[config.mk]
export PLATFORM = sky130hd
export DESIGN_NAME = mem_arbiter
export DESIGN_NICKNAME = d
export VERILOG_FILES = /design/src/rtl/mem_arbiter_pkg.sv /design/src/rtl/mem_arb_picker.sv /design/src/rtl/mem_arbiter.sv
export SDC_FILE = /design/constraint.sdc
export NUM_CORES = 1
export LEC_CHECK = 0
export CELL_PAD_IN_SITES_DETAIL_PLACEMENT = 0
export CELL_PAD_IN_SITES_GLOBAL_PLACEMENT = 1
export CORE_AREA = 2 2 212 214
export CTS_BUF_LIST = sky130_fd_sc_hd__clkbuf_16
export CTS_CLUSTER_SIZE = 20
export DETAILED_ROUTE_END_ITERATION = 8
export DIE_AREA = 0 0 214 216
export HOLD_SLACK_MARGIN = 0.02
export PLACE_DENSITY_LB_ADDON = 0.1
export SKIP_LAST_GASP = 1
export SYNTH_ARGS = -nofsm -noshare
export SYNTH_HDL_FRONTEND = slang
export SYNTH_SLANG_ARGS = --single-unit
export TNS_END_PERCENT = 50
[constraint.sdc]
create_clock -name clock -period 4.6 [get_ports clock]
set_input_delay 0.92 -clock clock [delete_from_list [all_inputs] [get_ports clock]]
set_output_delay 0.92 -clock clock [all_outputs]
set_load 0.01 [all_outputs]
[src/rtl/mem_arbiter_pkg.sv]
// ---------------------------------------------------------------------------
// mem_arbiter_pkg
//   Shared memory-interface types for the processor-side memory arbiter:
//   address/block/command/size types, the transaction tag type, the tag
//   table entry record and the default arbiter configuration.
// ---------------------------------------------------------------------------
package mem_arbiter_pkg;

    typedef logic [31:0] ADDR;
    typedef logic [63:0] MEM_BLOCK;

    typedef enum logic [1:0] {
        MEM_NONE  = 2'h0,
        MEM_LOAD  = 2'h1,
        MEM_STORE = 2'h2
    } MEM_COMMAND;

    typedef enum logic [1:0] {
        BYTE   = 2'h0,
        HALF   = 2'h1,
        WORD   = 2'h2,
        DOUBLE = 2'h3
    } MEM_SIZE;

    // Default arbiter configuration.
    localparam int NUM_MEM_CH       = 3;
    localparam int MEM_TAG_W        = 4;
    localparam int MEM_STARVE_LIMIT = 8;

    // Owner field is sized for up to 16 channels so the entry layout does
    // not depend on the channel-count parameter of any one instance.
    localparam int MEM_ARB_CH_W = 4;

    typedef logic [MEM_TAG_W-1:0] MEM_TAG;

    typedef struct packed {
        logic                    valid;
        logic [MEM_ARB_CH_W-1:0] ch_idx;
    } MEM_ARB_ENTRY;

endpackage

[src/rtl/mem_arb_picker.sv]
// ---------------------------------------------------------------------------
// mem_arb_picker
//   One-hot request picker. Starved requesters are served first (lowest
//   index wins); otherwise the search starts at start_i and wraps, so a
//   start of 0 gives plain fixed priority.
//
//   req_i      in   N      request valid per channel
//   starve_i   in   N      channel has reached its starvation limit
//   start_i    in   PTR_W  first channel considered by the normal search
//   gnt_o      out  N      one-hot grant
//   gnt_idx_o  out  PTR_W  index of the granted channel
//   gnt_val_o  out  1      some channel was granted
// ---------------------------------------------------------------------------
module mem_arb_picker #(
    parameter int N     = 3,
    parameter int PTR_W = 2
) (
    input  logic [N-1:0]     req_i,
    input  logic [N-1:0]     starve_i,
    input  logic [PTR_W-1:0] start_i,
    output logic [N-1:0]     gnt_o,
    output logic [PTR_W-1:0] gnt_idx_o,
    output logic             gnt_val_o
);

    logic [N-1:0]   promo;
    logic [PTR_W:0] sum;
    logic [PTR_W-1:0] cand;

    always_comb begin
        // NOTE: every variable gets a default before any branch, so no path
        // leaves one unassigned and no latch is inferred.
        gnt_idx_o = '0;
        gnt_val_o = 1'b0;
        sum       = '0;
        cand      = '0;
        promo     = req_i & starve_i;

        if (|promo) begin
            // Walk downward so the last hit is the lowest index.
            for (int i = N - 1; i >= 0; i--) begin
                if (promo[i]) gnt_idx_o = PTR_W'(i);
            end
            gnt_val_o = 1'b1;
        end else if (|req_i) begin
            // Walk downward over offsets so the last hit is the channel
            // closest to start_i in wrap-around order.
            for (int k = N - 1; k >= 0; k--) begin
                sum = {1'b0, start_i} + (PTR_W + 1)'(k);
                if (sum >= (PTR_W + 1)'(N)) sum = sum - (PTR_W + 1)'(N);
                cand = sum[PTR_W-1:0];
                if (req_i[cand]) gnt_idx_o = cand;
            end
            gnt_val_o = 1'b1;
        end

        for (int c = 0; c < N; c++) begin
            gnt_o[c] = gnt_val_o && (gnt_idx_o == PTR_W'(c));
        end
    end

endmodule

[src/rtl/mem_arbiter.sv]
// ---------------------------------------------------------------------------
// mem_arbiter
//   N-channel arbiter in front of a single-ported tagged main memory.
//   One request per cycle is driven onto proc2mem; accepted loads record
//   their owner in a tag table so returning data is routed back to the
//   requesting channel. Channels denied STARVE_LIMIT cycles in a row are
//   promoted above normal priority.
//
//   Build option: MEM_ARB_RR_EN -- round-robin search instead of fixed
//   priority (starvation promotion still applies first).
//
//   clock                     in   system clock
//   reset                     in   asynchronous active-low reset
//   req_val/cmd/addr/data     in   per-channel request
//   req_sent                  out  one-hot, request accepted this cycle
//   proc2mem_*                out  memory command bus (size always DOUBLE)
//   mem2proc_transaction_tag  in   nonzero = command accepted with this tag
//   mem2proc_data/_data_tag   in   returning data and its tag (0 = none)
//   resp_val/resp_data        out  routed response
//   resp_orphan               out  returning tag has no owner
//   outstanding               out  channel has a load in flight
// ---------------------------------------------------------------------------
module mem_arbiter
    import mem_arbiter_pkg::*;
#(
    parameter int NUM_CH       = NUM_MEM_CH,
    parameter int TAG_W        = MEM_TAG_W,
    parameter int STARVE_LIMIT = MEM_STARVE_LIMIT
) (
    input  logic               clock,
    input  logic               reset,
    input  logic [NUM_CH-1:0]  req_val,
    input  MEM_COMMAND         req_cmd  [NUM_CH],
    input  ADDR                req_addr [NUM_CH],
    input  MEM_BLOCK           req_data [NUM_CH],
    output logic [NUM_CH-1:0]  req_sent,
    output MEM_COMMAND         proc2mem_command,
    output ADDR                proc2mem_addr,
    output MEM_BLOCK           proc2mem_data,
    output MEM_SIZE            proc2mem_size,
    input  logic [TAG_W-1:0]   mem2proc_transaction_tag,
    input  MEM_BLOCK           mem2proc_data,
    input  logic [TAG_W-1:0]   mem2proc_data_tag,
    output logic [NUM_CH-1:0]  resp_val,
    output MEM_BLOCK           resp_data,
    output logic               resp_orphan,
    output logic [NUM_CH-1:0]  outstanding
);

    localparam int CH_W  = (NUM_CH > 1) ? $clog2(NUM_CH) : 1;
    localparam int CNT_W = $clog2(STARVE_LIMIT + 1);
    localparam int DEPTH = 1 << TAG_W;

    MEM_ARB_ENTRY       table_q [DEPTH];
    logic [CNT_W-1:0]   cnt_q   [NUM_CH];
    logic [CNT_W-1:0]   cnt_d   [NUM_CH];

    logic [NUM_CH-1:0]  starve_mask;
    logic [NUM_CH-1:0]  gnt_oh;
    logic [CH_W-1:0]    win_idx;
    logic               win_val;
    logic [CH_W-1:0]    start_ptr;

    MEM_ARB_ENTRY       lookup;
    logic               accepted;
    logic               alloc_en;
    logic               free_en;

    // ---------------------------------------------------------------- grant
    always_comb begin
        for (int c = 0; c < NUM_CH; c++) begin
            starve_mask[c] = (cnt_q[c] == CNT_W'(STARVE_LIMIT));
        end
    end

    mem_arb_picker #(
        .N     (NUM_CH),
        .PTR_W (CH_W)
    ) u_picker (
        .req_i     (req_val),
        .starve_i  (starve_mask),
        .start_i   (start_ptr),
        .gnt_o     (gnt_oh),
        .gnt_idx_o (win_idx),
        .gnt_val_o (win_val)
    );

`ifdef MEM_ARB_RR_EN
    logic [CH_W-1:0] rr_ptr_q;
    logic [CH_W-1:0] rr_ptr_d;

    always_comb begin
        rr_ptr_d = rr_ptr_q;
        if (accepted) begin
            rr_ptr_d = (win_idx == CH_W'(NUM_CH - 1)) ? '0 : win_idx + 1'b1;
        end
    end

    always_ff @(posedge clock or negedge reset) begin
        if (!reset) rr_ptr_q <= '0;
        else        rr_ptr_q <= rr_ptr_d;
    end

    assign start_ptr = rr_ptr_q;
`else
    assign start_ptr = '0;
`endif

    // ------------------------------------------------------- proc2mem bus
    // Outputs are forced idle while reset is held, independent of the clock.
    always_comb begin
        proc2mem_command = MEM_NONE;
        proc2mem_addr    = '0;
        proc2mem_data    = '0;
        proc2mem_size    = DOUBLE;
        req_sent         = '0;
        if (reset && win_val) begin
            proc2mem_command = req_cmd[win_idx];
            proc2mem_addr    = req_addr[win_idx];
            if (req_cmd[win_idx] == MEM_STORE) proc2mem_data = req_data[win_idx];
            if (mem2proc_transaction_tag != '0) req_sent = gnt_oh;
        end
    end

    assign accepted = |req_sent;
    assign alloc_en = accepted && (proc2mem_command == MEM_LOAD);

    // ---------------------------------------------------- response routing
    assign lookup  = table_q[mem2proc_data_tag];
    assign free_en = reset && (mem2proc_data_tag != '0) && lookup.valid;

    always_comb begin
        resp_val    = '0;
        resp_orphan = 1'b0;
        resp_data   = '0;
        if (reset) begin
            resp_data = mem2proc_data;
            if (mem2proc_data_tag != '0) begin
                if (lookup.valid) begin
                    for (int c = 0; c < NUM_CH; c++) begin
                        resp_val[c] = (lookup.ch_idx == MEM_ARB_CH_W'(c));
                    end
                end else begin
                    resp_orphan = 1'b1;
                end
            end
        end
    end

    // ----------------------------------------------------------- tag table
    always_ff @(posedge clock or negedge reset) begin
        if (!reset) begin
            // NOTE: this is a flop array, not a RAM; the valid bits are the
            // state, so every entry must clear on reset.
            for (int i = 0; i < DEPTH; i++) table_q[i] <= '0;
        end else begin
            // NOTE: non-blocking assignments; when the freed tag is the one
            // being allocated, the later allocation assignment wins.
            if (free_en)  table_q[mem2proc_data_tag].valid <= 1'b0;
            if (alloc_en) table_q[mem2proc_transaction_tag] <= '{valid: 1'b1,
                                                                 ch_idx: MEM_ARB_CH_W'(win_idx)};
        end
    end

    always_comb begin
        outstanding = '0;
        for (int e = 0; e < DEPTH; e++) begin
            for (int c = 0; c < NUM_CH; c++) begin
                if (table_q[e].valid && (table_q[e].ch_idx == MEM_ARB_CH_W'(c))) begin
                    outstanding[c] = 1'b1;
                end
            end
        end
        if (!reset) outstanding = '0;
    end

    // --------------------------------------------------- starvation counters
    always_comb begin
        for (int c = 0; c < NUM_CH; c++) begin
            if (req_val[c] && !req_sent[c]) begin
                cnt_d[c] = (cnt_q[c] == CNT_W'(STARVE_LIMIT)) ? cnt_q[c] : cnt_q[c] + 1'b1;
            end else begin
                cnt_d[c] = '0;
            end
        end
    end

    always_ff @(posedge clock or negedge reset) begin
        if (!reset) begin
            for (int c = 0; c < NUM_CH; c++) cnt_q[c] <= '0;
        end else begin
            for (int c = 0; c < NUM_CH; c++) cnt_q[c] <= cnt_d[c];
        end
    end

endmodule

### After elaboration in Yosys (flattened, before gate mapping)

Index checks and enable logic that the tools add are counted.

* register bits: 92
* input port bits: 371
* output and inout port bits: 174
* logic and storage cells: 290

* add/sub/neg operators: 3
* $lt $le $gt $ge: 8
* equality and inequality tests: 44
* muxes and demuxes: 110
* bitwise logic cells: 4
* reductions and logical operators: 86

Operators with widths (number)
* 64-bit two-way mux: 5
* 80-bit bitwise mux: 2
* 80-bit two-way mux: 2
* 64-bit binary-select mux with 2-bit select: 1
* 32-bit two-way mux: 3
* 4-bit by 1-bit equality test with 1-bit output, second input constant: 17
* 4-bit by 2-bit equality test with 1-bit output, second input constant: 17
* 4-bit zero test: 17
* 32-bit binary-select mux with 2-bit select: 1
* 1-bit logical AND: 60
* 1-bit two-way mux: 56
* 5-bit demux with 4-bit select: 2
* 2-bit two-way mux: 17
* 4-bit two-way mux: 6
* 5-bit binary-select mux with 4-bit select: 1
* 5-bit two-way mux: 4
* 3-bit two-way mux: 6
* 4-bit by 1-bit adder with 4-bit output, second input constant: 3
* 4-bit equality test, second input constant: 3
* 5-bit >= comparator, second input constant: 2
* 5-bit by 1-bit < comparator with 1-bit output, second input constant: 2
* 4-bit NOT with 5-bit output: 2
* 2-bit by 3-bit < comparator with 1-bit output, second input constant: 3
* 3-bit OR reduction: 3
* other kinds (11): 20

### Longest topological paths before layout

Gate-level depths: netlist (run 1).

* depth in word-level cells: 19
* gate-level depth with buffers: 11
* depth with buffers taken out: 8

### By module

Synthesis (run 1) repeated with hierarchy kept, for this count alone.

* cell total of the unflattened synthesis: 883
* area, all modules: 6646.4 um^2

Modules (own cells, without submodules)
* mem_arbiter: instances 1, cells an instance 850, area an instance 6369.9 um^2, sequential area each 1501.4 um^2
* mem_arb_picker: instances 1, cells an instance 33, area an instance 276.5 um^2, sequential area each 0.0 um^2

### Worst setup path after synthesis (run 1)

OpenSTA, ideal clock, no wires.

* path kind: input to output
* from: input mem2proc_data_tag[0]
* to: output resp_val[2]
* arrival time: 3053 ps
* data required time: 3680 ps
* setup slack: 627 ps
* stages on the path: 5
* buffers on the path: 2
* path through: clkbuf_1 > clkbuf_1 > mux4_2 > mux4_2 > nor3b_1

* word-level cells in the longest chain between the ends: 8
* elaborated cells on any way between the ends: 9
* classes of those cells: eq/ne (1); mux (6); bitwise (1); reduce/logical (1)

RTL lines
* start, declared: line mem_arbiter.sv:43 `input logic [TAG_W-1:0] mem2proc_data_tag,`
* 4-bit NOT with 5-bit output (not written as such): line mem_arbiter.sv:129 `assign lookup = table_q[mem2proc_data_tag];`
* 5-bit binary-select mux with 4-bit select: line mem_arbiter.sv:129
* 5-bit two-way mux (not written as such) (2 in a row): line mem_arbiter.sv:129
* 4-bit by 2-bit equality test with 1-bit output: line mem_arbiter.sv:141 `resp_val[c] = (lookup.ch_idx == MEM_ARB_CH_W'(c));`
* 3-bit two-way mux: line mem_arbiter.sv:139 `if (lookup.valid) begin`
* 3-bit two-way mux (*): line mem_arbiter.sv:138 `if (mem2proc_data_tag != '0) begin`
* 3-bit two-way mux (*): line mem_arbiter.sv:136 `if (reset) begin`
* end, declared: line mem_arbiter.sv:44 `output logic [NUM_CH-1:0] resp_val,`

Mark *: on every way between the ends. The rest lies on a longest branch, timed or not. The select of a mux whose other input is x is not followed.

### Worst setup path in the final report (run 1)

* from: input req_val[0]
* to: output proc2mem_data[16]

* word-level cells in the longest chain between the ends: 14
* elaborated cells on any way between the ends: 28
* classes of those cells: eq/ne (1); mux (22); bitwise (2); reduce/logical (3)

RTL lines
* start, declared: line mem_arbiter.sv:32 `input logic [NUM_CH-1:0] req_val,`
* 1-bit binary-select mux with 2-bit select: line mem_arb_picker.sv:52 `if (req_i[cand]) gnt_idx_o = cand;`
* 1-bit two-way mux (not written as such): line mem_arb_picker.sv:52
* 2-bit two-way mux (3 in a row): line mem_arb_picker.sv:52
* 2-bit two-way mux: line mem_arb_picker.sv:45 `end else if (|req_i) begin`
* 2-bit two-way mux: line mem_arb_picker.sv:39 `if (|promo) begin`
* 2-bit NOT with 3-bit output (not written as such): line mem_arbiter.sv:120 `if (req_cmd[win_idx] == MEM_STORE) proc2mem_data = req_data[win_idx];`
* 2-bit binary-select mux with 2-bit select: line mem_arbiter.sv:120
* 2-bit two-way mux (not written as such) (2 in a row): line mem_arbiter.sv:120
* 2-bit equality test: line mem_arbiter.sv:120
* 64-bit two-way mux: line mem_arbiter.sv:120
* 64-bit two-way mux (*): line mem_arbiter.sv:117 `if (reset && win_val) begin`
* end, declared: line mem_arbiter.sv:39 `output MEM_BLOCK proc2mem_data,`

Marks and branches as above.

==> flow_summary_export.csv, run 1 <==
group,metric,value,unit
floorplanning,initial_utilization,13.8,%
timing,setup_violations,0,
clock_network,cts.sinks,60,
grt,grt_first_pass_wirelength,58900,um
yosys,synth_area_leaders,"dfrtp_1 (25%), a22oi_1 (12%), a21oi_2 (8.7%)",
timing,skew,6.09,ps
setup_path,r2r-start,"cnt_q[0]$_DFFE_PN0P_",
grt,grt-ovfl-total,0,
power_and_ir_drop,p_leak,5.41,nW
routing,drcViolationCount,0,
yosys,synth-async-reset-ratio,100,%
timing,worst_slew_pin_slew,647,ps
power_and_ir_drop,power_density,184,nW/um^2
power_and_ir_drop,p_sw,0.753,mW
place,place_congestion,0.894,
power_and_ir_drop,swShare,32.0,%
routing,first_iter_violations,411,
clock_network,path_clk_slew,60,ps
hold_path,hold_path_depth,0,
setup_path,start_kind,"primary input",
setup_path,r2r_cells,11,
final_layout,num-fill-cells,4734,
status,outcome,"completed",
yosys,synth_xor_area_share,1.31,%
timing,hold_viol,0,
floorplanning,ios,545,
setup_path,slowest_stage,"clkdlybuf4s50_1",
routing,via_count,8018,
timing,fin_crit_sh,99.9,%
timing,worst_hold_slack,437,ps
floorplanning,dieWidth,214,um
routing,drt.antenna.violating_nets,0,
hold_path,min_from,"table_q[76]$_DFFE_PN0P_",
job,drv_cap,0,
clock_network,clkLatencyLatePin,340,ps
yosys,synth_top_flop_cell,"dfrtp_1",
timing,period_minus_slack,4600,ps
yosys,synthAdderAreaFrac,1.24,%
place,post-place-ws,-257,ps
power_and_ir_drop,p_clk_share,27.6,%
grt,first_global_vias,8374,
timing,fin_ws,4.05,ps
grt,met2_usage,31.0,%
routing,routed_wl,41800,um
yosys,synth-simple-area-share,25.6,%
clock_network,cts_root_buf,"clkbuf_16",
routing,vias_per_cell,4.26,
clock_network,cts.htree.levels,3,
timing,setup_tns,0,ps
floorplanning,rows,77,
final_layout,final_area,12800,um^2
setup_path,r2r_slack,1530,ps
setup_path,endpoint_kind,"output pin",
setup_path,cp_max_fo,16,
grt,grt_util_met1,19.2,%
floorplanning,die_h,216,um
setup_path,worst-setup-path-type,"in -> out",
yosys,synth_mux_area_share,11.3,%
power_and_ir_drop,p_comb_share,44.6,%
clock_network,cts_tree,"yes",
timing,finalMaxSlewViolations,0,
grt,antenna_found_initial,11,
setup_path,crit_chain,"clkdlybuf4s50_1 > and4b_2 > buf_4 > o32ai_4 > and2_1 > a221o_1 > or3_4 > buf_16 > a21oi_2 > clkdlybuf4s50_1",
setup_path,critical_path.max_stage_delay,540,ps
clock_network,clockBufferDepth,2,
power_and_ir_drop,vdd_ir_drop_max,0.000150,V
timing,rsz0062_at_grt,"yes",
final_layout,nets,1657,
yosys,yosysWarnings,0,
grt,grt_busiest_layer,"met2",
floorplanning,dieArea,46200,um^2
yosys,synth_top_family_by_area,"compound AO/OA/AOI/OAI gates",
yosys,synth_compound_gate_area_share,29.4,%
place,hpwl,34100,um
yosys,yosysTopAreaCellShare,24.9,%
setup_path,startpoint,"req_val[0]",
timing,slew_headroom,56.4,%
grt,grt_use_met3,5.84,%
clock_network,cts_buffers,9,
final_layout,area_delta_synth_final,112,%
timing,max_freq,0.218,GHz
yosys,synth_edf_count,0,
power_and_ir_drop,power_frac_seq,27.8,%
hold_path,hold_path.class,"reg -> reg",
yosys,synth_top_area_cell,"dfrtp_1",
routing,first_pass_iters,5,
yosys,synth.distinct_cells,53,
clock_network,hold_buffers,0,
place,portBuffers,542,
setup_path,critPathArrivalTime,3680,ps
floorplanning,core-area,43800,um^2
power_and_ir_drop,internal_power,1.60,mW
hold_path,hold_end,"table_q[76]$_DFFE_PN0P_",
place,place_area,12300,um^2
setup_path,reg2reg_to,"table_q[0]$_DFFE_PN0P_",
yosys,synth_seq_cells,60,
routing,wl_per_cell,22.2,um
yosys,synth_area,6040,um^2
final_layout,drive_above_1_share,13.5,%
grt,grt_usage,17.2,%
yosys,syn-instance-count,748,
yosys,syn-mean-instance-area,8.07,um^2
setup_path,path_common_cell,"clkdlybuf4s50_1",
setup_path,critical_path_required,3680,ps
grt,grt_max_degree,101,
yosys,seq_area_frac_synth,24.9,%
-- critical path: cells and delay by family --
kind                   cells  cell delay [ps]
AOI/OAI and AO/OA          3              490
and+or+nand+nor            3              920
buffers and inverters      4             1340
-- power by group through the flow --
| stage | Combinational [mW] | Clock [mW] | Sequential [mW] |
|---|---|---|---|
| after floorplan | 0.405 | 0 | 0.629 |
| after CTS | 1.05 | 0.670 | 0.653 |
| after global placement | 1.06 | 0 | 0.663 |
| final | 1.05 | 0.651 | 0.654 |
| after global routing | 1.13 | 0.694 | 0.663 |
| after detailed placement | 1.05 | 0 | 0.661 |
-- cell usage in the layout (no fill, tap or decap), types with 26 or more instances in the layout --
master,n
clkdlybuf4s50_1,476
nand2_1,125
a22oi_1,96
and2_1,66
a21oi_2,60
dfrtp_1,60
a21oi_1,39
buf_4,36
dlygate4sd2_1,36
mux2_2,26
-- synth_stat cells, types with 5 or more instances --
cell,count
nand2_1,125
a22oi_1,96
and2_1,67
a21oi_2,60
dfrtp_1,60
clkbuf_1,50
a21oi_1,40
mux2_2,26
nor2_1,25
o21ai_0,22
nand3b_1,18
inv_1,17
nand4_1,17
mux4_2,15
nor3b_1,14
buf_6,6
ha_1,6
mux2i_1,5
nand2b_1,5
nor4_1,5
xnor2_1,5
-- flip-flops by register name, indices dropped and copies added, names as in the netlist --
signal / cells
table_q: 48
cnt_q: 12
-- final cells by class --
type | instances | area (um^2) | area share, %
inverters | 17 | 63.8 | 0.499
flip-flops and latches | 60 | 1500 | 11.7
well taps | 592 | 741 | 5.80
clock inverters | 7 | 57.6 | 0.450
repair buffers | 587 | 5960 | 46.6
multi-input cells | 605 | 4210 | 33.0
clock buffers | 9 | 225 | 1.76
diodes | 7 | 17.5 | 0.137
-- kinds of logic after synthesis --
family | Yosys count
AO/OA/AOI/OAI | 243
XOR/XNOR | 9
adder cells (fa/ha/maj) | 6
buffers and inverters | 84
flip-flops | 60
multiplexers | 46
other | 1
AND/OR/NAND/NOR | 299
-- metrics by stage --
| stage | instances | power, mW | util, % |
|---|---|---|---|
| 2_1_floorplan | 749 | 1.03 | - |
| 3_3_place_gp | 1855 | 1.72 | 28.2 |
| 3_5_place_dp | 1855 | 1.71 | 28.2 |
| 4_1_cts | 1874 | 2.37 | 28.8 |
| 5_1_grt | 1883 | 2.49 | 29.1 |
| 6_report | 1884 | 2.35 | 29.2 |
-- how the worst max path moves through the flow --
| stage | to | slack, ps |
|---|---|---|
| global placement | proc2mem_data[33] | -220 |
| global route | proc2mem_data[16] | -90 |
| CTS | proc2mem_data[58] | -100 |
| detailed placement | proc2mem_data[33] | -260 |
| finish | proc2mem_data[16] | 4 |
| floorplan | resp_val[2] | 630 |
-- metal layers --
| layer | up-vias | share of wire [%] |
|---|---|---|
| met4 | 10 | 1.7 |
| met1 | 3828 | 38 |
| met3 | 42 | 8.5 |
| met2 | 342 | 51 |
| li1 | 3796 | - |
| met5 | - | 0.16 |
-- repair_timing --
action	4_1_cts	5_1_grt
endpoints found under the setup margin	72	57
pin swaps	1	2
gates cloned	0	2
buffers inserted	3	1
gates resized for setup	37	33
Power figures use the tool's default switching activity.
==> run 2: changes to the inputs <==
- SLEW_MARGIN: default -> 25
==> results of run 2 <==
The final DEF is identical to that of run 1; final timing and power are the same.
